File: src/rtl/spi_link.sv
// SPI mode-0 master and slave joined on one internal 4-wire bus; one full-duplex
// byte per start request, with the bus wires exposed for observation.

module spi_master #(
  parameter int CLK_DIV = 4
) (
  input  logic       clk,
  input  logic       rst_n,
  input  logic [7:0] tx_data,
  input  logic       start_transfer,
  input  logic       miso,
  output logic       sclk,
  output logic       ss_n,
  output logic       mosi,
  output logic       transfer_done,
  output logic [7:0] rx_data
);
  localparam int CW = $clog2(CLK_DIV);

  typedef enum logic [1:0] {IDLE, SETUP, TRANSFER, DONE} state_t;

  state_t        current_state;
  logic [CW-1:0] div_cnt;
  logic [4:0]    half_cnt;
  logic [7:0]    master_tx_data;
  logic [7:0]    master_rx_data;
  logic          div_end;

  assign div_end = (div_cnt == CW'(CLK_DIV - 1));

  // half_cnt 0..15 are the SCLK half-periods; 16 is the trailing hold with SCLK low
  always_ff @(posedge clk) begin
    if (rst_n) begin
      current_state  <= IDLE;
      div_cnt        <= '0;
      half_cnt       <= '0;
      master_tx_data <= '0;
      master_rx_data <= '0;
      sclk           <= 1'b0;
      ss_n           <= 1'b1;
      mosi           <= 1'b0;
      transfer_done  <= 1'b0;
      rx_data        <= '0;
    end else begin
      transfer_done <= 1'b0;
      case (current_state)
        IDLE: begin
          ss_n <= 1'b1;
          sclk <= 1'b0;
          if (start_transfer) begin
            master_tx_data <= tx_data;
            mosi           <= tx_data[7];
            ss_n           <= 1'b0;
            div_cnt        <= '0;
            current_state  <= SETUP;
          end
        end
        SETUP: begin
          if (div_end) begin
            div_cnt       <= '0;
            half_cnt      <= '0;
            current_state <= TRANSFER;
          end else begin
            div_cnt <= div_cnt + 1'b1;
          end
        end
        TRANSFER: begin
          if (!div_end) begin
            div_cnt <= div_cnt + 1'b1;
          end else begin
            div_cnt  <= '0;
            half_cnt <= half_cnt + 1'b1;
            if (half_cnt == 5'd16) begin
              ss_n          <= 1'b1;
              transfer_done <= 1'b1;
              rx_data       <= master_rx_data;
              current_state <= DONE;
            end else if (!half_cnt[0]) begin
              sclk           <= 1'b1;
              master_rx_data <= {master_rx_data[6:0], miso};
            end else begin
              sclk <= 1'b0;
              if (half_cnt != 5'd15) begin
                master_tx_data <= {master_tx_data[6:0], 1'b0};
                mosi           <= master_tx_data[6];
              end
            end
          end
        end
        DONE: current_state <= IDLE;
        default: current_state <= IDLE;
      endcase
    end
  end
endmodule

module spi_slave (
  input  logic       clk,
  input  logic       rst_n,
  input  logic       sclk,
  input  logic       ss_n,
  input  logic       mosi,
  input  logic [7:0] slave_tx_data,
  output logic       miso,
  output logic       data_received,
  output logic [7:0] slave_rx_data
);
  typedef struct packed {
    logic sclk;
    logic ss_n;
    logic mosi;
  } bus_t;

  typedef enum logic {S_IDLE, S_ACTIVE} slave_state_t;

  localparam bus_t BUS_IDLE = '{sclk: 1'b0, ss_n: 1'b1, mosi: 1'b0};

  slave_state_t current_slave_state;
  bus_t         sync1, sync2;
  logic         sclk_q, ss_q;
  logic [7:0]   tx_shift, rx_shift;
  logic [2:0]   bit_cnt;
  logic         sclk_rise, sclk_fall, ss_fall, ss_rise;

  assign sclk_rise = sync2.sclk & ~sclk_q;
  assign sclk_fall = ~sync2.sclk & sclk_q;
  assign ss_fall   = ~sync2.ss_n & ss_q;
  assign ss_rise   = sync2.ss_n & ~ss_q;

  always_ff @(posedge clk) begin
    if (rst_n) begin
      sync1  <= BUS_IDLE;
      sync2  <= BUS_IDLE;
      sclk_q <= 1'b0;
      ss_q   <= 1'b1;
    end else begin
      sync1  <= '{sclk: sclk, ss_n: ss_n, mosi: mosi};
      sync2  <= sync1;
      sclk_q <= sync2.sclk;
      ss_q   <= sync2.ss_n;
    end
  end

  always_ff @(posedge clk) begin
    if (rst_n) begin
      current_slave_state <= S_IDLE;
      tx_shift            <= '0;
      rx_shift            <= '0;
      bit_cnt             <= '0;
      miso                <= 1'b0;
      data_received       <= 1'b0;
      slave_rx_data       <= '0;
    end else begin
      data_received <= 1'b0;
      case (current_slave_state)
        S_IDLE: begin
          miso <= 1'b0;
          if (ss_fall) begin
            tx_shift            <= slave_tx_data;
            miso                <= slave_tx_data[7];
            bit_cnt             <= '0;
            current_slave_state <= S_ACTIVE;
          end
        end
        S_ACTIVE: begin
          // deselect drops any partial byte without a pulse
          if (ss_rise || sync2.ss_n) begin
            miso                <= 1'b0;
            current_slave_state <= S_IDLE;
          end else if (sclk_rise) begin
            rx_shift <= {rx_shift[6:0], sync2.mosi};
            bit_cnt  <= bit_cnt + 1'b1;
            if (bit_cnt == 3'd7) begin
              data_received <= 1'b1;
              slave_rx_data <= {rx_shift[6:0], sync2.mosi};
            end
          end else if (sclk_fall) begin
            tx_shift <= {tx_shift[6:0], 1'b0};
            miso     <= tx_shift[6];
          end
        end
        default: current_slave_state <= S_IDLE;
      endcase
    end
  end
endmodule

module spi_link #(
  parameter int CLK_DIV = 4
) (
  input  logic       clk,
  input  logic       rst_n,
  input  logic [7:0] tx_data,
  input  logic       start_transfer,
  output logic       transfer_done,
  output logic [7:0] rx_data,
  input  logic [7:0] slave_tx_data,
  output logic [7:0] slave_rx_data,
  output logic       data_received,
  output logic       sclk,
  output logic       ss_n,
  output logic       mosi,
  output logic       miso
);
  spi_master #(.CLK_DIV(CLK_DIV)) u_master (
    .clk            (clk),
    .rst_n          (rst_n),
    .tx_data        (tx_data),
    .start_transfer (start_transfer),
    .miso           (miso),
    .sclk           (sclk),
    .ss_n           (ss_n),
    .mosi           (mosi),
    .transfer_done  (transfer_done),
    .rx_data        (rx_data)
  );

  spi_slave u_slave (
    .clk           (clk),
    .rst_n         (rst_n),
    .sclk          (sclk),
    .ss_n          (ss_n),
    .mosi          (mosi),
    .slave_tx_data (slave_tx_data),
    .miso          (miso),
    .data_received (data_received),
    .slave_rx_data (slave_rx_data)
  );
endmodule

File: config.mk
export PLATFORM = sky130hd
export DESIGN_NAME = spi_link
export DESIGN_NICKNAME = d
export VERILOG_FILES = /design/src/rtl/spi_link.sv
export SDC_FILE = /design/constraint.sdc
export NUM_CORES = 1
export LEC_CHECK = 0
export CAP_MARGIN = 10
export CORE_MARGIN = 2
export CORE_UTILIZATION = 50
export CTS_BUF_LIST = sky130_fd_sc_hd__clkbuf_16
export DETAILED_ROUTE_END_ITERATION = 8
export GPL_TIMING_DRIVEN = 1
export PLACE_DENSITY_LB_ADDON = 0.1
export SETUP_SLACK_MARGIN = 0.2
export SLEW_MARGIN = 10
export SYNTH_ARGS = -nofsm -noshare
export SYNTH_HDL_FRONTEND = slang
export SYNTH_SLANG_ARGS = --single-unit
File: constraint.sdc
create_clock -name clk -period 4.5 [get_ports clk]
set_input_delay 0.9 -clock clk [delete_from_list [all_inputs] [get_ports clk]]
set_output_delay 0.9 -clock clk [all_outputs]
set_load 0.005 [all_outputs]
### Yosys cells after proc, flatten, opt, wreduce, memory -nomap -nowiden

Cells that the tools add are included.

| operators by class | value |
|---|---|
| reduce and logical (&&, ||, !) cells | 21 |
| $add $sub $neg | 3 |
| bitwise operators | 15 |
| equal/unequal tests | 21 |
| multiplexer cells | 50 |

Operators by type and width:

| cell | number |
|---|---|
| two-way mux 7 bit | 9 |
| one-hot mux 7 bit (2 select lines) | 2 |
| two-way mux 1 bit | 19 |
| AND reduction 3 bit | 6 |
| AND reduction 4 bit | 4 |
| two-way mux 2 bit | 6 |
| inequality test 2 x 1 -> 1 bit, second input constant | 6 |
| inequality test 2 bit, second input constant | 6 |
| inverter 1 bit | 11 |
| two-way mux 5 bit | 2 |
| one-hot mux 1 bit (2 select lines) | 5 |
| one-hot mux 5 bit (2 select lines) | 1 |
| two-way mux 3 bit | 3 |
| one-hot mux 2 bit (4 select lines) | 1 |
| == test 2 bit, second input constant | 3 |
| inequality test 3 bit, second input constant | 2 |
| one-hot mux 3 bit (2 select lines) | 1 |
| AND reduction 6 bit | 1 |
| nonzero test 2 bit | 3 |
| adder 5 x 1 -> 5 bit, second input constant | 1 |
| == test 5 bit, second input constant | 1 |
| inequality test 5 x 4 -> 1 bit, second input constant | 1 |
| AND 1 bit | 4 |
| one-hot mux 2 bit (2 select lines) | 1 |
| 10 further kinds | 11 |

| word-level totals | value |
|---|---|
| register bits | 72 |

### Longest topological paths before layout

| depth | value |
|---|---|
| depth after elaboration | 6 |
| mapped depth | 7 |
| depth with buffers taken out | 6 |

### Hierarchy

A second synthesis with hierarchy kept.

| second synthesis, totals | value |
|---|---|
| cell total of the unflattened synthesis | 325 |
| area total of the unflattened synthesis | 3067.9 sq um |

By module, submodules not included:

| module | times used | area each (sq um) | cells each | sequential area each (sq um) |
|---|---|---|---|---|
| spi_master | 1 | 1626.6 | 177 | 720.7 |
| spi_slave | 1 | 1441.4 | 148 | 720.7 |

### Worst setup path after synthesis

Ideal clock, no wire load.

| timing | value |
|---|---|
| kind | register to register |
| start | reg u_master.half_cnt[0] |
| end | reg u_master.mosi |
| arrival | 1.892 ns |
| stages on the path, launching flop included | 7 |
| data required time | 4.426 ns |
| library setup time | 0.074 ns |
| path buffers | 0 |
| period minus slack after synthesis | 1.966 ns |
| path slack | 2.534 ns |
| path through | dfxtp_1 ha_1 and3_1 ha_1 or3_4 or4_1 a31oi_1 |

| between the ends | value |
|---|---|
| cells in the longest elaborated chain, start to end | 3 |
| elaborated cells on any way between the ends | 6 |

Ends and longest elaborated chain:

| element | RTL line | text |
|---|---|---|
| from (decl) | 24 | `logic [4:0] half_cnt;` |
| from (signal assigned) | 72 | `half_cnt <= half_cnt + 1'b1;` |
| == test 5 bit / inequality test 5 x 4 -> 1 bit (equally long branches) | 73, 83 |  |
| inequality test 2 bit (no source line) / inequality test 2 x 1 -> 1 bit (equally long branches) | - |  |
| AND reduction 6 bit (no source line) (*) | - |  |
| to (signal assigned) | 52 | `mosi <= tx_data[7];` |
| to (signal assigned) | 85 | `mosi <= master_tx_data[6];` |
| to (decl) | 14 | `output logic mosi,` |

Mark *: on every way between the ends. The rest lies on a longest branch, timed or not.
A chain may end at the register's enable or synchronous reset.

### Final worst setup path

| timing | value |
|---|---|
| start | in start_transfer |
| end | reg u_master.master_tx_data[5] |

| between the ends | value |
|---|---|
| cells in the longest elaborated chain, start to end | 2 |

Ends and longest elaborated chain:

| element | RTL line | text |
|---|---|---|
| from (decl) | 194 | `input logic start_transfer,` |
| inequality test 2 bit (no source line) | - |  |
| AND reduction 6 bit (no source line) | - |  |
| to (signal assigned) | 51 | `master_tx_data <= tx_data;` |
| to (signal assigned) | 84 | `master_tx_data <= {master_tx_data[6:0], 1'b0};` |
| to (decl) | 25 | `logic [7:0] master_tx_data;` |

No other way between the ends.

==> impl_results.md <==
* Starting density of the core at 0.516
* Layout overhead on the synthesized area at 27.6%
* MaxCap Viol Count at 0
* Final HPWL DP at 3450 µm
* Initial DRC Count at 109
* Setup TNS at 0 ns
* Drt wl/cell at 13.2 µm
* Post-synth top area share at 0.511
* Clock buffer depth at 2
* Number of global-route vias before repair at 2071
* Period utilisation layout at 0.479
* CP Max Fanout at 6
* FF+latch count, synth at 72
* Crit Path Class: primary input to flop
* Die H at 79.1 µm
* TritonCTS buffer count at 9
* Startpoint types: primary input
* Reg clk slew, reported paths at 0.06 ns
* Vias/cell at 5.31
* Number of fillers in the final layout at 467
* Hold buffer count at CTS at 0
* Final ANT Viol Nets at 0
* CP max stage delay at 0.49 ns
* Ports at 41
* Clk_lat worst skew at 0.33 ns
* Relative slew margins at 0.421
* Maximum clock frequency at 464 MHz
* Netlist cell types at 36
* Clock period minus final worst setup slack at 2.16 ns
* Worst-Margin Slew at 0.868 ns
* First-pass DRT Iterations at 5
* Die width at 79.1 µm
* First-pass GRT wire length at 9140 µm
* Dominant cell type by area after synthesis: dfxtp_1
* HP Class: flop to flop
* Post-CTS Setup Bufs at 0
* Synth async-reset ratio at 0
* Antenna Cells at 0
* Slowest cell on crit path: clkdlybuf4s50_1
* Largest net degree at the start of global routing at 63
* Cells after DPL at 396
* Layout cells sized above 1 at 0.0735
* Clock skew at 0.00605 ns
* IO Port Bufs at 40
* RSZ-0062 raised after global routing: false
* Syn Nets at 324
* Req. time, crit path at 4.72 ns
* Resize count post-CTS at 0
* GRT Overall Usage at 0.186
* Synth warn at 0
* Hold_ws at 0.416 ns
* Finished Layout Cells at 412
* Vias after detailed routing at 2188
* Status: finished, final reports clean
* Core area at 5470 µm²
* Syn_area_per_cell at 9.54 µm²
* Row count at 27
* Root Driver: clkbuf_16
* Maximum VDD drop at 277 µV
* Post-DP Area at 3290 µm²
* Crit end category: flop
* Primary FF master, synth: dfxtp_1
* Post-Syn Area at 2820 µm²
* Cell Pwr Density at 473 nW/µm²
* Worst-path cell chain: clkdlybuf4s50_1, nand2b_1, o21ai_0, a21o_1, a221oi_1
* DRC at 0
* Clock tree sinks at 72
* Final WL at 5430 µm
* EDFF count, synth at 0
* Top cells by area, synth: dfxtp_1 51%, mux2i_1 8.2%, nor2_1 5.2%, ha_1 4.0%, a21oi_1 3.2%
* Critical path arrival at 2.38 ns
* Initial antenna violation count at 0
* Sequential share of the synthesized area at 0.511
* Placer's final routability congestion estimate at 0.835
* DIE AREA at 6260 µm²
* Final net count at 363
* H-tree Lvls at 3
* Slew Limit Fails at 0
* Pwr Total at 1.70 mW
* Leak pwr at 1.29 nW
* Final Hold Fails at 0
* Design area at 3600 µm²
* CTS tree: built
* Grt ovf at 0
* Final setup viols at 0
* Post-Syn Instances at 296
## report_power, final
| part | switching (mW) | internal, mW | leakage, nW |
|---|---|---|---|
| sequential | 0.0307 | 0.688 | 0.583 |
| combinational | 0.145 | 0.103 | 0.546 |
| clock | 0.257 | 0.481 | 0.158 |
## cell usage after synthesis, types with 2 or more instances
master    instances
nand2b_1          5
nor2_1           39
a22oi_1           6
ha_1              9
a31oi_1           4
inv_1            13
or2_2             3
buf_2             2
a21oi_1          18
dfxtp_1          72
nand2_1          17
o21ai_0           8
a211oi_1          7
a32oi_1           3
nand3b_1          3
o211ai_1          2
a22o_1            8
nor2b_1           6
clkbuf_1         12
and3_1            2
o22ai_1           6
nand3_1          10
a221oi_1          6
mux2i_1          23
## path summary, 6_finish.rpt
check                                             endpoint                 start  cells after the start  slack [ns]
worst max-delay path            u_master.master_tx_data[5]        start_transfer                      5        2.34
worst min-delay path                      u_slave.sync2[1]      u_slave.sync1[1]                      1        0.42
worst max register to register  u_master.master_tx_data[5]  u_master.half_cnt[0]                      6        2.38
worst min register to register            u_slave.sync2[1]      u_slave.sync1[1]                      1        0.42
## routing by layer
layer  vias to the layer above  share of wire  GRT usage
met5                         -              0          0
met4                         0          0.021      0.103
met3                        10          0.043     0.0409
met2                        48           0.46      0.303
met1                       998           0.48      0.228
li1                       1132              -          -
## area by class of cell
type | instances | area (µm²) | share of cell area
Multi-Input combinational cell | 195 | 1280 | 0.357
Clock inverter | 7 | 88.8 | 0.0247
Clock buffer | 9 | 225 | 0.0625
Tap cell | 72 | 90.1 | 0.0250
Timing Repair Buffer | 43 | 418 | 0.116
Inverter | 14 | 52.6 | 0.0146
Sequential cell | 72 | 1440 | 0.400
## cells in the final DEF (no fill, tap or decap), types with 2 or more instances in the layout
cell type / n
dfxtp_1: 72
nand3_1: 10
nand2b_1: 5
o22ai_1: 6
o21ai_0: 8
ha_1: 9
a21oi_1: 18
clkdlybuf4s50_1: 39
a211oi_1: 7
and3_1: 2
a221oi_1: 6
nor2b_1: 6
nand3b_1: 3
nor2_1: 39
a22o_1: 8
bufinv_16: 2
a31oi_1: 4
mux2i_1: 23
a22oi_1: 6
inv_1: 15
o211ai_1: 2
nand2_1: 17
or2_2: 3
buf_4: 3
clkbuf_16: 9
a32oi_1: 3
## worst max-delay path, delay by kind of cell
| family | cells | cell delay (ns) |
|---|---|---|
| compound gates | 3 | 0.78 |
| buf+inv | 1 | 0.49 |
| simple gates | 1 | 0.21 |
## through the flow
stage	utilization	setup slack [ns]
2_1_floorplan	-	2.53
3_3_place_gp	0.601	2.10
3_5_place_dp	0.601	2.05
4_1_cts	0.658	2.37
5_1_grt	0.658	2.19
6_report	0.658	2.34
## state kept, by name, indices dropped and copies added, names as in the netlist, 3 cells and up
signal	count
u_master.half_cnt	5
u_master.master_rx_data	8
u_master.master_tx_data	7
u_master.rx_data	8
u_slave.bit_cnt	3
u_slave.rx_shift	7
u_slave.slave_rx_data	8
u_slave.sync1	3
u_slave.sync2	3
u_slave.tx_shift	7
## logic make-up after synthesis
logic type | synth area share
buffers and inverters | 0.0394
multiplexers | 0.0816
adder cells (fa/ha/maj) | 0.0399
AO/OA/AOI/OAI | 0.164
flip-flops | 0.511
AND/OR/NAND/NOR | 0.165
(Power assumes the default switching activity.)
